==> config.mk <==
export PLATFORM = sky130hd
export DESIGN_NAME = dsp_simd_accum
export DESIGN_NICKNAME = d
export VERILOG_FILES = /design/src/rtl/dsp_simd_accum.sv
export SDC_FILE = /design/constraint.sdc
export NUM_CORES = 1
export LEC_CHECK = 0
export CAP_MARGIN = 15
export CORE_AREA = 2 2 146 112
export DETAILED_ROUTE_END_ITERATION = 12
export DIE_AREA = 0 0 148 114
export GPL_TIMING_DRIVEN = 0
export PLACE_DENSITY_LB_ADDON = 0.2
export RECOVER_POWER = 25
export SETUP_SLACK_MARGIN = 0.5
export SLEW_MARGIN = 5
export SYNTH_ARGS = -nofsm -noshare
export SYNTH_HDL_FRONTEND = slang
export SYNTH_SLANG_ARGS = --single-unit
==> constraint.sdc <==
create_clock -name clk -period 2.9 [get_ports clk]
set_input_delay 0.58 -clock clk [delete_from_list [all_inputs] [get_ports clk]]
set_output_delay 0.58 -clock clk [all_outputs]
set_load 0.01 [all_outputs]
==> src/rtl/dsp_simd_accum.sv <==
// Dual-channel frame accumulator for the packed SIMD DSP multiplier output.
// It sums frame_len unsigned products per channel and presents both totals
// with a valid/ready handshake. Any product that arrives while a result is
// waiting to be taken is discarded and flagged in the sticky overrun bit.
//
// state | meaning
// ------+------------------------------------------------------------
// IDLE  | waiting for start; in_valid is ignored, sums keep last result
// ACC   | summing products; the frame length is latched and fixed
// OUT   | sum0/sum1 valid and held until out_valid && out_ready

module dsp_simd_accum #(
    parameter int DATA_W = 19,
    parameter int CNT_W  = 8,
    parameter int ACC_W  = DATA_W + CNT_W
) (
    input  logic              clk,
    input  logic              rst_n,
    input  logic              start,
    input  logic [CNT_W-1:0]  frame_len,
    input  logic              in_valid,
    input  logic [DATA_W-1:0] z0,
    input  logic [DATA_W-1:0] z1,
    output logic              out_valid,
    input  logic              out_ready,
    output logic [ACC_W-1:0]  sum0,
    output logic [ACC_W-1:0]  sum1,
    output logic              busy,
    output logic              overrun,
    input  logic              clear_err
);

    typedef enum logic [1:0] {
        IDLE = 2'd0,
        ACC  = 2'd1,
        OUT  = 2'd2
    } state_t;

    localparam logic [CNT_W-1:0] CNT_ONE = CNT_W'(1);

    state_t             state;
    logic [CNT_W-1:0]   len_q;
    logic [CNT_W-1:0]   cnt_q;
    logic [ACC_W-1:0]   acc0_q;
    logic [ACC_W-1:0]   acc1_q;

    logic [ACC_W-1:0]   z0_ext;
    logic [ACC_W-1:0]   z1_ext;
    logic [ACC_W-1:0]   acc0_nxt;
    logic [ACC_W-1:0]   acc1_nxt;
    logic [CNT_W-1:0]   last_cnt;
    logic               is_last;

    // Products are unsigned, so zero-extension keeps the sum exact.
    assign z0_ext   = ACC_W'(z0);
    assign z1_ext   = ACC_W'(z1);
    assign acc0_nxt = acc0_q + z0_ext;
    assign acc1_nxt = acc1_q + z1_ext;

    // A latched length of 0 wraps to all-ones here, which makes the frame
    // 2^CNT_W terms long without any special casing.
    assign last_cnt = len_q - CNT_ONE;
    assign is_last  = (cnt_q == last_cnt);

    assign busy = (state != IDLE);

    // Frame sequencing, accumulation and result register.
    always_ff @(posedge clk or negedge rst_n) begin
        if (!rst_n) begin
            state     <= IDLE;
            len_q     <= '0;
            cnt_q     <= '0;
            acc0_q    <= '0;
            acc1_q    <= '0;
            sum0      <= '0;
            sum1      <= '0;
            out_valid <= 1'b0;
        end else begin
            case (state)
                IDLE: begin
                    if (start) begin
                        len_q  <= frame_len;
                        cnt_q  <= '0;
                        acc0_q <= '0;
                        acc1_q <= '0;
                        state  <= ACC;
                    end
                end
                ACC: begin
                    if (in_valid) begin
                        acc0_q <= acc0_nxt;
                        acc1_q <= acc1_nxt;
                        cnt_q  <= cnt_q + CNT_ONE;
                        if (is_last) begin
                            sum0      <= acc0_nxt;
                            sum1      <= acc1_nxt;
                            out_valid <= 1'b1;
                            state     <= OUT;
                        end
                    end
                end
                OUT: begin
                    if (out_ready) begin
                        out_valid <= 1'b0;
                        state     <= IDLE;
                    end
                end
                default: begin
                    out_valid <= 1'b0;
                    state     <= IDLE;
                end
            endcase
        end
    end

    // Sticky drop flag; a new drop in the same cycle as a clear keeps it set.
    always_ff @(posedge clk or negedge rst_n) begin
        if (!rst_n) begin
            overrun <= 1'b0;
        end else if (state == OUT && in_valid) begin
            overrun <= 1'b1;
        end else if (clear_err) begin
            overrun <= 1'b0;
        end
    end

endmodule

==> impl_summary.txt, run 1 <==
----------------------------------------------------
[Status]
  Run status ... finished with violations
  Violations in the final reports ... max-capacitance violations, max-slew violations

[Critical path]
  Maximum single-stage delay on the critical path ... 0.55 ns
  Kind of cell adding the most delay to the critical path ... simple AND/OR/NAND/NOR gates
  Crit-path most repeated cell ... sky130_fd_sc_hd__buf_4
  Worst EP required ... 3.21 ns
  Type of the worst setup path ... flip-flop to flip-flop
  Critical path capture point type ... flip-flop
  Type of origin of the critical path ... flip-flop
  Cell with the largest stage delay on the worst path ... sky130_fd_sc_hd__or4_4
  Startpoint of the lowest-slack register-to-register path ... len_q[0]
  Crit path launch ... len_q[0]
  Buffering stage count on the worst path with inverters included ... 4
  Crit-path cells ... buf_4 > buf_4 > nor3_1 > xnor2_1 > nand3_1 > or4_4 > buf_12 > buf_8 > mux2_4
  Highest net fanout along the worst path ... 10
  Signal arrival time at the worst endpoint ... approximately 3.0 ns

[Power and ir drop]
  Leakage power of the design ... between 4 and 5 nW
  Cell area power density ... around 1100 nW/um^2
  Maximum vdd drop ... 0.5536 mV

[Yosys]
  Mapped Avg Cell Area ... 9.751 sq um
  Synth Net Count ... 859
  Cells taking the most area after synthesis ... sky130_fd_sc_hd__dfrtp_1 43%, sky130_fd_sc_hd__ha_1 6.7%, sky130_fd_sc_hd__nand2_1 5.1%, sky130_fd_sc_hd__xnor2_1 4.3%, sky130_fd_sc_hd__mux2_4 4.0%
  Cell area after synthesis ... ~7500 sq um
  Number of distinct library cell variants in the gate-level netlist after synthesis ... 56
  Ys Warns ... 0
  Count of flip-flops with a built-in enable after synthesis ... 0
  Yosys top cell area share ... a little over two fifths
  Seq/Total Area, Yosys ... 42.94%
  Synth area leader ... sky130_fd_sc_hd__dfrtp_1
  Cells after Synth ... 765
  Async SR Flop Fraction ... 100.0%
  Synthesized flop and latch total ... 128
  Most common flop cell mapped by yosys ... sky130_fd_sc_hd__dfrtp_1

[Route]
  Via total after detailed routing ... ~7000
  Vias per inst ... roughly 5.7
  Drt drc ... 0
  Total Wirelength ... about 23000 um
  Violation count after the first detailed-routing iteration ... between 500 and 600
  Number of antenna-violating nets in the routed design ... 0
  Routed wire per std cell ... 19.19 um
  Router iterations before antenna repair ... 5

[Floorplanning]
  Number of top-level design ports ... 109
  Horizontal extent of the die ... 148 um
  Starting Density ... a little under half
  Die footprint ... ~17000 sq um
  Die span in y ... around 110 um
  Row cnt ... 40
  Core Region ... ~16000 sq um

[STA]
  Final-layout worst hold slack ... ~0.48 ns
  Final Skew ... approximately 0.0074 ns
  Hold Fails Final Rpt ... 0
  Fin. max-slew vios ... 42
  Transition time at the pin with the least slew margin ... approximately 2.1 ns
  Final critical-path required period ... around 2.7 ns
  RSZ-0062 raised after global routing ... true
  Max-slew headroom ... -39.15%
  Number of setup violations in the final report ... 0
  Upper clock frequency limit ... between 300 and 400 MHz
  Final setup slack of the worst path ... roughly 0.24 ns
  Period utilisation layout ... ~92%

[Global route]
  Maximum number of pins on one net before global-route repair ... roughly 90
  Initial antenna violation count ... 0
  Total GRT Usage ... 26.54%
  Total global routing overflow ... 0
  Vias in the first global route ... 6855
  Global-route wire length before repair ... roughly 35000 um

[Placement]
  Cells after DPL ... roughly 1100
  Detailed-placement wirelength estimate ... around 14000 um
  Final Wtd Congestion ... roughly 0.9
  Area after DPL ... just over 9000 sq um
  Worst-case setup slack after placement ... -0.6334 ns
  Port Buf Inserts ... about 110

[Finish]
  Final Instance Count excl. Fillers ... around 1200
  Antenna Diode Count ... 0
  Share of final-layout standard cells stronger than drive strength 1 ... between 20% and 30%
  Post-Route Utilization ... between 70% and 80%
  Area grow syn2layout ... 47.06%
  Final design area excluding fillers ... approximately 11000 sq um
  Net total in the final layout ... approximately 1100

[CTS]
  Clock root buffer ... sky130_fd_sc_hd__clkbuf_16
  Number of buffers inserted during clock tree synthesis ... 17
  Clock slew seen by the registers of the worst setup and hold paths ... ~0.060 ns
  Clock Sinks ... between 100 and 150
  TritonCTS clock tree ... yes
  Buffer levels on the longest clock path ... 2
  Number of levels the H-tree was split into ... 4
  Worst skew pair latency ... 0.42 ns

[Hold path]
  HP Start ... sum0[22]
  Worst hold path type ... flip-flop to flip-flop

[Run]
  Max capacitance violation total ... 1

----------------------------------------------------
## synth_stat cells, drive strengths merged (23+ instances only)
cell,instances
o21ai,56
a21oi,53
nor2,38
ha,40
nand3,30
dfrtp,128
clkbuf,24
a22o,29
mux2,30
nand2,102
xnor2,37
xor2,23
## final cells by class
type                    instances  area, sq um
multi-input cells             589         4855
clock buffers                  25        475.5
inverters                      13        61.31
plain buffers                  35        299.0
flip-flops and latches        128         3208
fillers                      1146         4644
well taps                     210        262.8
clock inverters                 6        82.58
repair buffers                184         1727
## layout by cell type, fill, tap and decap left out, types with 20 or more instances in the layout
master                            instances
sky130_fd_sc_hd__dfrtp_1                124
sky130_fd_sc_hd__nand2_1                 96
sky130_fd_sc_hd__clkdlybuf4s50_1         79
sky130_fd_sc_hd__buf_4                   65
sky130_fd_sc_hd__a21oi_1                 37
sky130_fd_sc_hd__xnor2_1                 35
sky130_fd_sc_hd__nor2_1                  33
sky130_fd_sc_hd__o21ai_1                 32
sky130_fd_sc_hd__a22o_1                  29
sky130_fd_sc_hd__ha_4                    27
sky130_fd_sc_hd__mux2_4                  24
sky130_fd_sc_hd__nand3_1                 23
sky130_fd_sc_hd__dlygate4sd2_1           23
sky130_fd_sc_hd__clkbuf_1                22
sky130_fd_sc_hd__xor2_1                  21
sky130_fd_sc_hd__a21o_1                  20
sky130_fd_sc_hd__clkbuf_16               20
## layer usage
layer,GRT usage [%],vias to the layer above,wire [um],part of all wire (%)
li1,-,3159,-,-
met1,36.19,3353,9849,43
met2,42.56,269,11020,48
met3,5.200,43,1482,6.5
met4,9.460,0,485,2.1
met5,0,-,0,0
## state kept, by name (all words and copies together), names as in the netlist
signal and flops:
acc1_q 27, out_valid 1, cnt_q 8, sum1 27, acc0_q 27, sum0 27
len_q 8, overrun 1, state 2
## cell families (layout without fill, tap and decap cells)
family / Yosys count / after routing / share of synthesized area, %
AO/OA/AOI/OAI: 208 / 208 / 17.88
multiplexers: 39 / 39 / 6.743
buffers and inverters: 48 / 263 / 2.902
XOR/XNOR: 60 / 60 / 7.045
flip-flops: 128 / 128 / 42.94
AND/OR/NAND/NOR: 240 / 240 / 15.25
adder cells (fa/ha/maj): 42 / 42 / 7.246
## what timing repair did
item                                    4_1_cts  5_1_grt
hold buffers                                  0        0
buffers inserted                             47       25
pin swaps                                    70       28
gates cloned                                  0        3
endpoints found under the setup margin      114       92
resized for setup                           112       71
## metrics by stage
step                setup TNS, ns  power (W)
floorplan                       0   0.006729
global placement          -499.32   0.008141
detailed placement         -21.57   0.008346
CTS                             0    0.01142
global route                    0    0.01301
finish                          0    0.01227
## power breakdown
part / switching (W) / internal, W / total [W]
Combinational: 0.00354 / 0.00360 / 0.00715
Sequential: 0.000596 / 0.00244 / 0.00303
Clock: 0.000789 / 0.00130 / 0.00209
## path summary, 6_finish.rpt
check                      endpoint  slack, ns  cells past startpoint
hold / removal             sum0[22]       0.48                      2
max in group asynchronous  len_q[2]       0.67                      2
setup / recovery           sum1[12]       0.24                      9
hold reg to reg            sum0[22]       0.48                      2
setup reg to reg           sum1[12]       0.24                      9
min in group asynchronous   sum0[7]       0.95                      1
## worst register-to-register path, delay by kind of cell, from the launching register on
kind | cells | cell delay, ns
multiplexers | 1 | 0.32
buffers and inverters | 4 | 0.60
flip-flops | 1 | 0.40
XOR/XNOR | 1 | 0.21
AND/OR/NAND/NOR | 3 | 1.01
Power figures use the tool's default switching activity.
==> inputs of run 2 (changes only) <==
--- a/config.mk
+++ b/config.mk
@@ -5,7 +5,6 @@
 export SDC_FILE = /design/constraint.sdc
 export NUM_CORES = 1
 export LEC_CHECK = 0
-export CAP_MARGIN = 15
 export CORE_AREA = 2 2 146 112
 export DETAILED_ROUTE_END_ITERATION = 12
 export DIE_AREA = 0 0 148 114
==> results of run 2 <==
Same layout as run 1: the final DEF is identical, and so are final timing and power.
==> inputs of run 3 (changes only) <==
--- a/config.mk
+++ b/config.mk
@@ -5,9 +5,9 @@
 export SDC_FILE = /design/constraint.sdc
 export NUM_CORES = 1
 export LEC_CHECK = 0
-export CORE_AREA = 2 2 146 112
+export CORE_AREA = 2 2 138 106
 export DETAILED_ROUTE_END_ITERATION = 12
-export DIE_AREA = 0 0 148 114
+export DIE_AREA = 0 0 140 108
 export GPL_TIMING_DRIVEN = 0
 export PLACE_DENSITY_LB_ADDON = 0.2
 export RECOVER_POWER = 25
==> run 3 against run 2 <==
The flow finishes with violations (design-rule violations); non-clock buffer count increased by 6; die area decreased by 10%; worst setup slack better by 0.054 ns; cell count down 2.7%; hold slack worse by 0.036 ns; global-route usage grew 3.9 points; sequential share of layout area decreased by 1.1 points; first-iteration DRC count increased by 39%; via count up 8.7%; maximum frequency grew 2.1%; sequential cell count stayed put; largest power group unchanged.
==> impl_summary.txt, run 3 (synthesis results as in run 1) <==
----------------------------------------------------
[Status]
  Run status ... finished with violations
  Violations in the final reports ... design-rule violations

[Critical path]
  Type of origin of the critical path ... flip-flop
  Critical path capture point type ... flip-flop
  Signal arrival time at the worst endpoint ... 2.88 ns (-0.09 ns)
  Worst EP required ... 3.17 ns (-0.04 ns)
  Highest net fanout along the worst path ... 4 (-6)
  Type of the worst setup path ... flip-flop to flip-flop

[CTS]
  TritonCTS clock tree ... yes
  Number of buffers inserted during clock tree synthesis ... 17 (unchanged)
  Buffer levels on the longest clock path ... 2 (unchanged)
  Worst skew pair latency ... 0.44 ns (+0.02 ns)
  Clock Sinks ... 128 (unchanged)
  Number of levels the H-tree was split into ... 4 (unchanged)
  Clock slew seen by the registers of the worst setup and hold paths ... 0.06 ns (about the same)
  Clock root buffer ... sky130_fd_sc_hd__clkbuf_16
  CTS Hold Bufs ... 0 (unchanged)

[Route]
  Routed wire per std cell ... 22.91 um (+19%)
  Router iterations before antenna repair ... 9 (+4)
  Violation count after the first detailed-routing iteration ... 701 (+39%)
  Vias per inst ... 6.403 (+12%)
  Drt drc ... 8 (+8)
  Via total after detailed routing ... 7415 (+8.7%)
  Number of antenna-violating nets in the routed design ... 0 (unchanged)
  Total Wirelength ... 26530 um (+16%)

[Floorplanning]
  Core Region ... 13660 sq um (-13%)
  Horizontal extent of the die ... 140 um (-5.4%)
  Die span in y ... 108 um (-5.3%)
  Row cnt ... 37 (-7.5%)
  Die footprint ... 15120 sq um (-10%)
  Number of top-level design ports ... 109 (unchanged)
  Starting Density ... 54.62% (+6.8 points)

[STA]
  Upper clock frequency limit ... 383.2 MHz (+2.1%)
  Period utilisation layout ... 89.99% (-1.9 points)
  Hold Fails Final Rpt ... 0 (unchanged)
  RSZ-0062 raised after global routing ... true
  Number of setup violations in the final report ... 0 (unchanged)
  Final critical-path required period ... 2.610 ns (-0.05369 ns)
  Final Skew ... 0.01181 ns (+0.004388 ns)
  Final-layout worst hold slack ... 0.4432 ns (-0.03626 ns)
  Transition time at the pin with the least slew margin ... 1.341 ns (-0.7462 ns)
  Fin. max-slew vios ... 0 (-100%)
  Max-slew headroom ... 10.60% (+50 points)

[Placement]
  Final Wtd Congestion ... 0.9098 (+0.63%)
  Detailed-placement wirelength estimate ... 14090 um (about the same)
  Port Buf Inserts ... 108 (unchanged)
  Cells after DPL ... 1049 (-3.2%)

[Power and ir drop]
  Maximum vdd drop ... 0.6227 mV (+12%)
  Cell area power density ... 1135 nW/um^2 (+1.5%)
  Leakage power of the design ... 5.028 nW (+4.3%)
  Pwr Total ... 0.01294 W (+5.5%)

[Global route]
  Vias in the first global route ... 7058 (+3.0%)
  Global-route wire length before repair ... 35890 um (+2.1%)
  Initial antenna violation count ... 0 (unchanged)
  Total global routing overflow ... 0 (unchanged)
  Total GRT Usage ... 30.42% (+3.9 points)
  Maximum number of pins on one net before global-route repair ... 78 (-11%)

[Finish]
  Most used cells in the layout excluding fill and tap cells ... 125 x sky130_fd_sc_hd__dfrtp_1, 79 x sky130_fd_sc_hd__nand2_1, 79 x sky130_fd_sc_hd__clkdlybuf4s50_1, 62 x sky130_fd_sc_hd__buf_4, 32 x sky130_fd_sc_hd__nor2_1
  Commonest non-fill, non-tap cell in the layout ... sky130_fd_sc_hd__dfrtp_1
  Final Instance Count excl. Fillers ... 1158 (-2.7%)
  Fill cell instance count of the final layout ... 658 (-43%)
  Share of final-layout standard cells stronger than drive strength 1 ... 33.27% (+5.8 points)
  Antenna Diode Count ... 0 (unchanged)
  Net total in the final layout ... 1068 (+0.56%)
  Area grow syn2layout ... 52.85%

[Run]
  Max capacitance violation total ... 0 (-1)

[Hold path]
  Worst hold path type ... input port to asynchronous set/reset pin

----------------------------------------------------
==> run 3: critical path: stages (launching register included) <==
cell and delay (ns):
sky130_fd_sc_hd__dfrtp_1 0.41, sky130_fd_sc_hd__ha_4 0.18, sky130_fd_sc_hd__fa_2 0.35, sky130_fd_sc_hd__a211oi_2 0.27, sky130_fd_sc_hd__o21ai_1 0.11, sky130_fd_sc_hd__a21oi_2 0.16
sky130_fd_sc_hd__buf_6 0.14, sky130_fd_sc_hd__a211oi_4 0.07, sky130_fd_sc_hd__buf_6 0.12, sky130_fd_sc_hd__a311oi_2 0.27, sky130_fd_sc_hd__xor2_1 0.25, sky130_fd_sc_hd__o21ai_1 0.12
==> run 3: path summary, 6_finish.rpt <==
| path | from | end | slack [ns] | cells past startpoint |
|---|---|---|---|---|
| worst max-delay path | acc0_q[0] | acc0_q[18] | 0.29 | 11 |
| worst min-delay path | rst_n | sum0[6] | 0.44 | 1 |
| worst max register to register | acc0_q[0] | acc0_q[18] | 0.29 | 11 |
| worst min register to register | sum1[20] | sum1[20] | 0.51 | 2 |
| max in group asynchronous | rst_n | len_q[2] | 0.52 | 2 |
| min in group clk | sum1[20] | sum1[20] | 0.51 | 2 |
==> run 3: repair_timing <==
action / in CTS / in global routing
pin swaps: 68 / 70
gates cloned: 2 / 5
gates resized for setup: 124 / 143
setup buffers: 50 / 24
endpoints found under the setup margin: 113 / 94
==> run 3: metrics by stage <==
stage / utilization, % / setup slack, ns / TNS, ns / cell area (sq um)
4_1_cts: 77.25 / 0.4052 / 0 / 10550
5_1_grt: 83.49 / 0.1436 / 0 / 11400
2_1_floorplan: - / 0.3435 / 0 / 7727
3_5_place_dp: 66.31 / -0.4660 / -18.69 / 9056
6_report: 83.49 / 0.2902 / 0 / 11400
3_3_place_gp: 66.10 / -3.764 / -496.54 / 9027
==> run 3: layout make-up <==
cell class / count / area [sq um] / area share [%]
multi-input cells: 589 / 5202 / 45.63
flip-flops and latches: 128 / 3207 / 28.12
repair buffers: 190 / 1862 / 16.33
clock buffers: 21 / 450.4 / 3.950
plain buffers: 35 / 310.3 / 2.721
well taps: 175 / 219.0 / 1.920
clock inverters: 7 / 90.09 / 0.7901
inverters: 13 / 61.31 / 0.5377
==> run 3: power breakdown <==
part | internal (W) | switching (W) | total [W] | leakage [nW]
logic | 0.00379 | 0.00400 | 0.00778 | 3.11
clock network | 0.00126 | 0.000805 | 0.00207 | 0.261
registers | 0.00243 | 0.000654 | 0.00309 | 1.66
==> run 3: per-layer routing <==
layer | vias to the layer above | track usage [%] | routed length (um)
li1 | 3166 | - | -
met1 | 3676 | 40.11 | 10270
met2 | 450 | 50.84 | 12890
met3 | 123 | 7.174 | 2124
met4 | 0 | 8.874 | 1241
met5 | - | 0 | 0
